`src/rtl/reg_write_arbiter.sv`:
```
// reg_write_arbiter
//   Merges writeback-stage writes and jump-and-link return-address writes
//   onto a single register-file write port. When both arrive in the same
//   cycle, or earlier writes are still waiting, the extra writes go into a
//   2-entry in-order FIFO. Buffered writes are forwarded to the decode
//   stage read ports until they retire.
//
// Ports
//   Clk, Rst_n                  clock, async active-low reset
//   WbValid/WbReg/WbData        writeback write request
//   LinkValid/LinkData          link write request (destination LINK_REG)
//   RdReg1, RdReg2              decode-stage read indices
//   RfWrite/RfReg/RfData        register-file write port (combinational)
//   Fwd1Valid/Data, Fwd2*       youngest buffered value for each read index
//   Stall                       FIFO full; no Link request may be issued
//   PendingCount                number of buffered writes (0..2)
//   Overflow                    sticky: a Link request arrived while stalled
//
// State
//   PendingCount | meaning
//   0            | empty, requests pass straight through
//   1            | head entry is written this cycle, new requests queue behind it
//   2            | full, Stall asserted, Link requests are dropped
module reg_write_arbiter #(
    parameter logic [4:0] LINK_REG = 5'd31
) (
    input  logic        Clk,
    input  logic        Rst_n,
    input  logic        WbValid,
    input  logic [4:0]  WbReg,
    input  logic [31:0] WbData,
    input  logic        LinkValid,
    input  logic [31:0] LinkData,
    input  logic [4:0]  RdReg1,
    input  logic [4:0]  RdReg2,
    output logic        RfWrite,
    output logic [4:0]  RfReg,
    output logic [31:0] RfData,
    output logic        Fwd1Valid,
    output logic [31:0] Fwd1Data,
    output logic        Fwd2Valid,
    output logic [31:0] Fwd2Data,
    output logic        Stall,
    output logic [1:0]  PendingCount,
    output logic        Overflow
);

    // FIFO storage: index 0 is always the head (oldest entry).
    logic [4:0]  r_reg  [2];
    logic [31:0] r_data [2];
    logic [1:0]  r_count;
    logic        r_overflow;

    logic        w_stall;
    logic        w_have_head;
    logic        w_wb_req;
    logic        w_link_req;
    logic        w_wb_push;
    logic        w_link_push;

    logic [4:0]  w_nxt_reg  [2];
    logic [31:0] w_nxt_data [2];
    logic [1:0]  w_nxt_count;

    assign w_stall     = (r_count == 2'd2);
    assign w_have_head = (r_count != 2'd0);

    // Writes to register 0 are architecturally meaningless and vanish here.
    assign w_wb_req   = WbValid && (WbReg != 5'd0);
    assign w_link_req = LinkValid && !w_stall && (LINK_REG != 5'd0);

    // Anything not served this cycle is queued, WB ahead of Link.
    assign w_wb_push   = w_wb_req && w_have_head;
    assign w_link_push = w_link_req && (w_have_head || w_wb_req);

    always_comb begin
        RfWrite = 1'b0;
        RfReg   = 5'd0;
        RfData  = 32'd0;
        if (Rst_n) begin
            if (w_have_head) begin
                RfWrite = 1'b1;
                RfReg   = r_reg[0];
                RfData  = r_data[0];
            end else if (w_wb_req) begin
                RfWrite = 1'b1;
                RfReg   = WbReg;
                RfData  = WbData;
            end else if (w_link_req) begin
                RfWrite = 1'b1;
                RfReg   = LINK_REG;
                RfData  = LinkData;
            end
        end
    end

    // Next FIFO contents: pop the head if one exists, shift, then append
    // the pushed requests. The full case can only take a WB push, since
    // Link is dropped while stalled, so the count never exceeds 2.
    always_comb begin
        logic [1:0] w_slot;
        w_nxt_reg[0]  = r_reg[0];
        w_nxt_reg[1]  = r_reg[1];
        w_nxt_data[0] = r_data[0];
        w_nxt_data[1] = r_data[1];
        w_slot        = r_count;
        if (w_have_head) begin
            w_slot = r_count - 2'd1;
            if (r_count == 2'd2) begin
                w_nxt_reg[0]  = r_reg[1];
                w_nxt_data[0] = r_data[1];
            end
        end
        if (w_wb_push) begin
            if (w_slot == 2'd0) begin
                w_nxt_reg[0]  = WbReg;
                w_nxt_data[0] = WbData;
            end else begin
                w_nxt_reg[1]  = WbReg;
                w_nxt_data[1] = WbData;
            end
            w_slot = w_slot + 2'd1;
        end
        if (w_link_push) begin
            if (w_slot == 2'd0) begin
                w_nxt_reg[0]  = LINK_REG;
                w_nxt_data[0] = LinkData;
            end else begin
                w_nxt_reg[1]  = LINK_REG;
                w_nxt_data[1] = LinkData;
            end
            w_slot = w_slot + 2'd1;
        end
        w_nxt_count = w_slot;
    end

    always_ff @(posedge Clk or negedge Rst_n) begin
        if (!Rst_n) begin
            r_reg[0]   <= 5'd0;
            r_reg[1]   <= 5'd0;
            r_data[0]  <= 32'd0;
            r_data[1]  <= 32'd0;
            r_count    <= 2'd0;
            r_overflow <= 1'b0;
        end else begin
            r_reg[0]   <= w_nxt_reg[0];
            r_reg[1]   <= w_nxt_reg[1];
            r_data[0]  <= w_nxt_data[0];
            r_data[1]  <= w_nxt_data[1];
            r_count    <= w_nxt_count;
            if (LinkValid && w_stall) begin
                r_overflow <= 1'b1;
            end
        end
    end

    // Youngest matching buffered entry wins; the head still forwards in
    // the cycle it is being written because the register file has not
    // captured it yet.
    function automatic logic [32:0] fwd_lookup(input logic [4:0] rd);
        logic [32:0] res;
        res = 33'd0;
        if (rd != 5'd0) begin
            if (r_count != 2'd0 && r_reg[0] == rd) begin
                res = {1'b1, r_data[0]};
            end
            if (r_count == 2'd2 && r_reg[1] == rd) begin
                res = {1'b1, r_data[1]};
            end
        end
        return res;
    endfunction

    always_comb begin
        {Fwd1Valid, Fwd1Data} = fwd_lookup(RdReg1);
        {Fwd2Valid, Fwd2Data} = fwd_lookup(RdReg2);
    end

    assign Stall        = w_stall;
    assign PendingCount = r_count;
    assign Overflow     = r_overflow;

endmodule

```
`config.mk`:
```
export PLATFORM = sky130hd
export DESIGN_NAME = reg_write_arbiter
export DESIGN_NICKNAME = d
export VERILOG_FILES = /design/src/rtl/reg_write_arbiter.sv
export SDC_FILE = /design/constraint.sdc
export NUM_CORES = 1
export LEC_CHECK = 0
export BUFFER_PORTS_ARGS = -buffer_cell sky130_fd_sc_hd__buf_2
export CAP_MARGIN = 40
export CORE_MARGIN = 2
export CORE_UTILIZATION = 40
export CTS_CLUSTER_SIZE = 40
export DETAILED_ROUTE_END_ITERATION = 8
export PLACE_DENSITY_LB_ADDON = 0.1
export SLEW_MARGIN = 10
export SYNTH_ARGS = -nofsm -noshare
export SYNTH_HDL_FRONTEND = slang
export SYNTH_SLANG_ARGS = --single-unit
```
`constraint.sdc`:
```
create_clock -name Clk -period 5.2 [get_ports Clk]
set_clock_uncertainty 0.05 [all_clocks]
set_input_delay 0.52 -clock Clk [delete_from_list [all_inputs] [get_ports Clk]]
set_output_delay 0.52 -clock Clk [all_outputs]
set_load 0.01 [all_outputs]
```
==> results by group <==
Run status
  – Status: finished clean

Final layout
  – Max FFs per register: 64
  – Layout cell share with drive strength beyond 1: between 20 and 30%
  – Final design utilization: 50.9%
  – Synthesis-to-finish area growth: 25.5%
  – Register area: 1930 sq um
  – Multi-input logic area: 3650 sq um
  – Antenna diodes: 0
  – Most common cell after layout, fill and taps aside: buf_2
  – Filler cell count: roughly 1500
  – Nets: 1024
  – Commonest non-fill, non-tap cells in the layout: buf_2, nand2_1, o21ai_0, dfrtp_1, a21oi_1
  – Finished Cell Area: 7310 sq um

Floorplanning
  – Row cnt: 44
  – Die Y: 125 um
  – Die W: 125 um
  – CORE AREA: 14400 sq um
  – Initial core utilization: 40.5%
  – Die area: 15500 sq um
  – I/O pin total: 191

Clock tree
  – H-tree levels: 3
  – Post_cts resized: 0
  – Postcts setup bufs: 0
  – Worst-path clk slew: 0.06 ns
  – CTS tree: yes
  – Hold Buf Count CTS: 0
  – Max Root-Sink Buffers: 2
  – Worst-Skew Late Latency: approximately 0.34 ns
  – Root Driver: clkbuf_16
  – CTS Buf Count: 9
  – Clock sinks: 77

Synth
  – Cell Area, Synth: 5820 sq um
  – Share of the synthesized area in the top cell type: 33.1%
  – Syn Area/Cell: 7.39 sq um
  – Synth Register Bits: 77
  – Yosys Warn Count: 0
  – Syn_nets: slightly below 900
  – Area contributors post-synth: dfrtp_1, nand2_1, mux2i_1, o21ai_0, a21oi_1
  – Post-synth EDFFs: 0
  – Post-synth ARST share: between 90% and 100%
  – Seq/Total Area, Yosys: 33.1%
  – Gate Count Post-Synth: a little under 800
  – Top FF cell, synth: dfrtp_1
  – Area leader, netlist: dfrtp_1
  – Yosys cell types: 42

Route
  – Final ANT Viol Nets: 0
  – Iteration-0 DRC Markers: 393
  – Remaining DRCs: 0
  – Pre-antenna DRT Iters: 4
  – DR WL/cell: 17.5 um
  – Routed vias/inst: 5.58
  – Vias: approximately 6300
  – Post-Route WL: 19800 um

Critical path
  – Critical Path End Type: output port
  – Crit path buf inv count: 4
  – CP peak stage delay: around 0.66 ns
  – Critical-path top delay cell: nor3b_2
  – Max FO, Critical Path: 40
  – Setup CP Type: reg2out
  – Most used cell, CP: buf_4
  – Worst Path Required: between 4 and 5 ns
  – CP top delay family: simple AND/OR/NAND/NOR gates
  – Crit path DAT: ~3.0 ns
  – CP Launch Type: flip-flop
  – Critical-path cell list: nor2b_4 > buf_4 > nand3_1 > nor3b_2 > buf_6 > buf_4 > a22o_1 > buf_2

Worst hold path
  – Hold WC Path Type: in2async

Global route
  – Largest net degree at the start of global routing: 60
  – Initial antenna violation count: 0
  – GRT overflow: 0
  – First-pass GRT wire length: 31600 um
  – Total GRT Usage: 25.2%
  – Vias in the first global route: 5840

STA
  – Slew margin rel.: 46.9%
  – Worst Tran Pin Value: ~0.79 ns
  – Peak Freq: approximately 0.28 GHz
  – Final hold vios: 0
  – Final period util: 69.2%
  – Setup violators final: 0
  – Max-slew violations: 0
  – Min cycle time layout: 3.60 ns
  – RSZ-0062 raised after global routing: no
  – Setup TNS: 0 ns

Place
  – GP Congestion: 0.793
  – DP Area: ~7000 sq um
  – Post-detail-place hpwl: 13400 um
  – IO buf count: 190

Pwr
  – Pwr Total: about 3.9 mW
  – Share of power burned in registers: 32.2%
  – Gate power share: 51.2%
  – Peak VDD IR: 0.179 mV
  – Switching power: 1.79 mW
  – Clock Power Share: between 15 and 20%
  – Sw frac: 46.2%
  – Leakage: 3.22 nW
  – Int Power: approximately 2.1 mW
  – Pwr dens: roughly 530 nW/um^2

Job
  – # Max-Cap Violations: 0
[worst paths after layout]
| check | from | endpoint | slack (ns) | cells past startpoint |
|---|---|---|---|---|
| max in group asynchronous | Rst_n | r_data[16] | 4.24 | 2 |
| min in group Clk | LinkData[14] | r_data[46] | 0.36 | 3 |
| setup / recovery | PendingCount[0] | Fwd1Data[5] | 1.60 | 8 |
| setup reg to reg | PendingCount[0] | r_data[6] | 2.18 | 9 |
| hold / removal | Rst_n | r_reg[6] | 0.14 | 1 |
| hold reg to reg | Overflow | Overflow | 0.43 | 1 |
[Yosys cell counts, types with 2 or more instances]
cell type,count
nand2_1,185
o21ai_0,104
dfrtp_1,77
a21oi_1,69
mux2i_1,65
nor2_1,46
clkbuf_1,43
nand3_1,39
a22o_1,32
a31oi_1,32
buf_2,23
xnor2_1,11
xor2_1,10
and3_1,6
nor3_1,6
inv_1,4
buf_1,3
a311oi_1,2
and2_1,2
ha_1,2
nand4_1,2
nor2b_1,2
nor4_1,2
or2_2,2
or4_1,2
[routing by layer]
metal	up-vias	GRT usage (%)	share of wire [%]
li1	3081	-	-
met1	2982	35.6	47
met2	200	40.1	47
met3	22	3.35	5.0
met4	0	8.06	1.6
met5	-	0	0
[worst register-to-register path, cell delays in order, from the launching register on]
cell	delay, ns
dfrtp_1	0.52
nor2b_4	0.18
inv_2	0.15
ha_1	0.34
and3_1	0.15
a311oi_1	0.06
ha_1	0.28
a211oi_4	0.46
buf_4	0.47
o21ai_0	0.20
[cell type report]
type                       instances  area share [%]
multi-input combinational        637            49.9
sequential                        77            26.4
timing repair buffer             210            16.3
clock buffer                      14            3.61
tap                              184            3.15
clock inverter                     1           0.411
inverter                           4           0.205
[power by group through the flow]
stage	Clock (mW)	Combinational, mW	Sequential (mW)
6_report	0.642	1.99	1.25
5_1_grt	0.680	2.24	1.30
4_1_cts	0.653	1.99	1.24
3_5_place_dp	0	1.99	1.25
3_3_place_gp	0	1.92	1.25
2_1_floorplan	0	1.41	1.13
[cell families (layout without fill, tap and decap cells)]
family | count (synthesis) | after routing | synth area share [%]
adders and majority gates | 2 | 2 | 0.430
and+or+nand+nor | 299 | 299 | 21.4
buffers and inverters | 74 | 229 | 5.39
AOI/OAI and AO/OA | 248 | 248 | 24.7
xor gates and xnor gates | 21 | 21 | 3.16
DFF | 77 | 77 | 33.1
muxes | 67 | 67 | 11.8
[per-stage QoR]
stage                     worst slack (ns)  cells  hold WS, ns
after floorplan                       2.45    788        0.174
after global placement                1.50   1106        0.399
after detailed placement              1.74   1112        0.401
after CTS                             1.55   1127        0.169
after global routing                  1.35   1127        0.190
final                                 1.60   1127        0.143
Note: power is estimated with default switching activity, not from simulation.
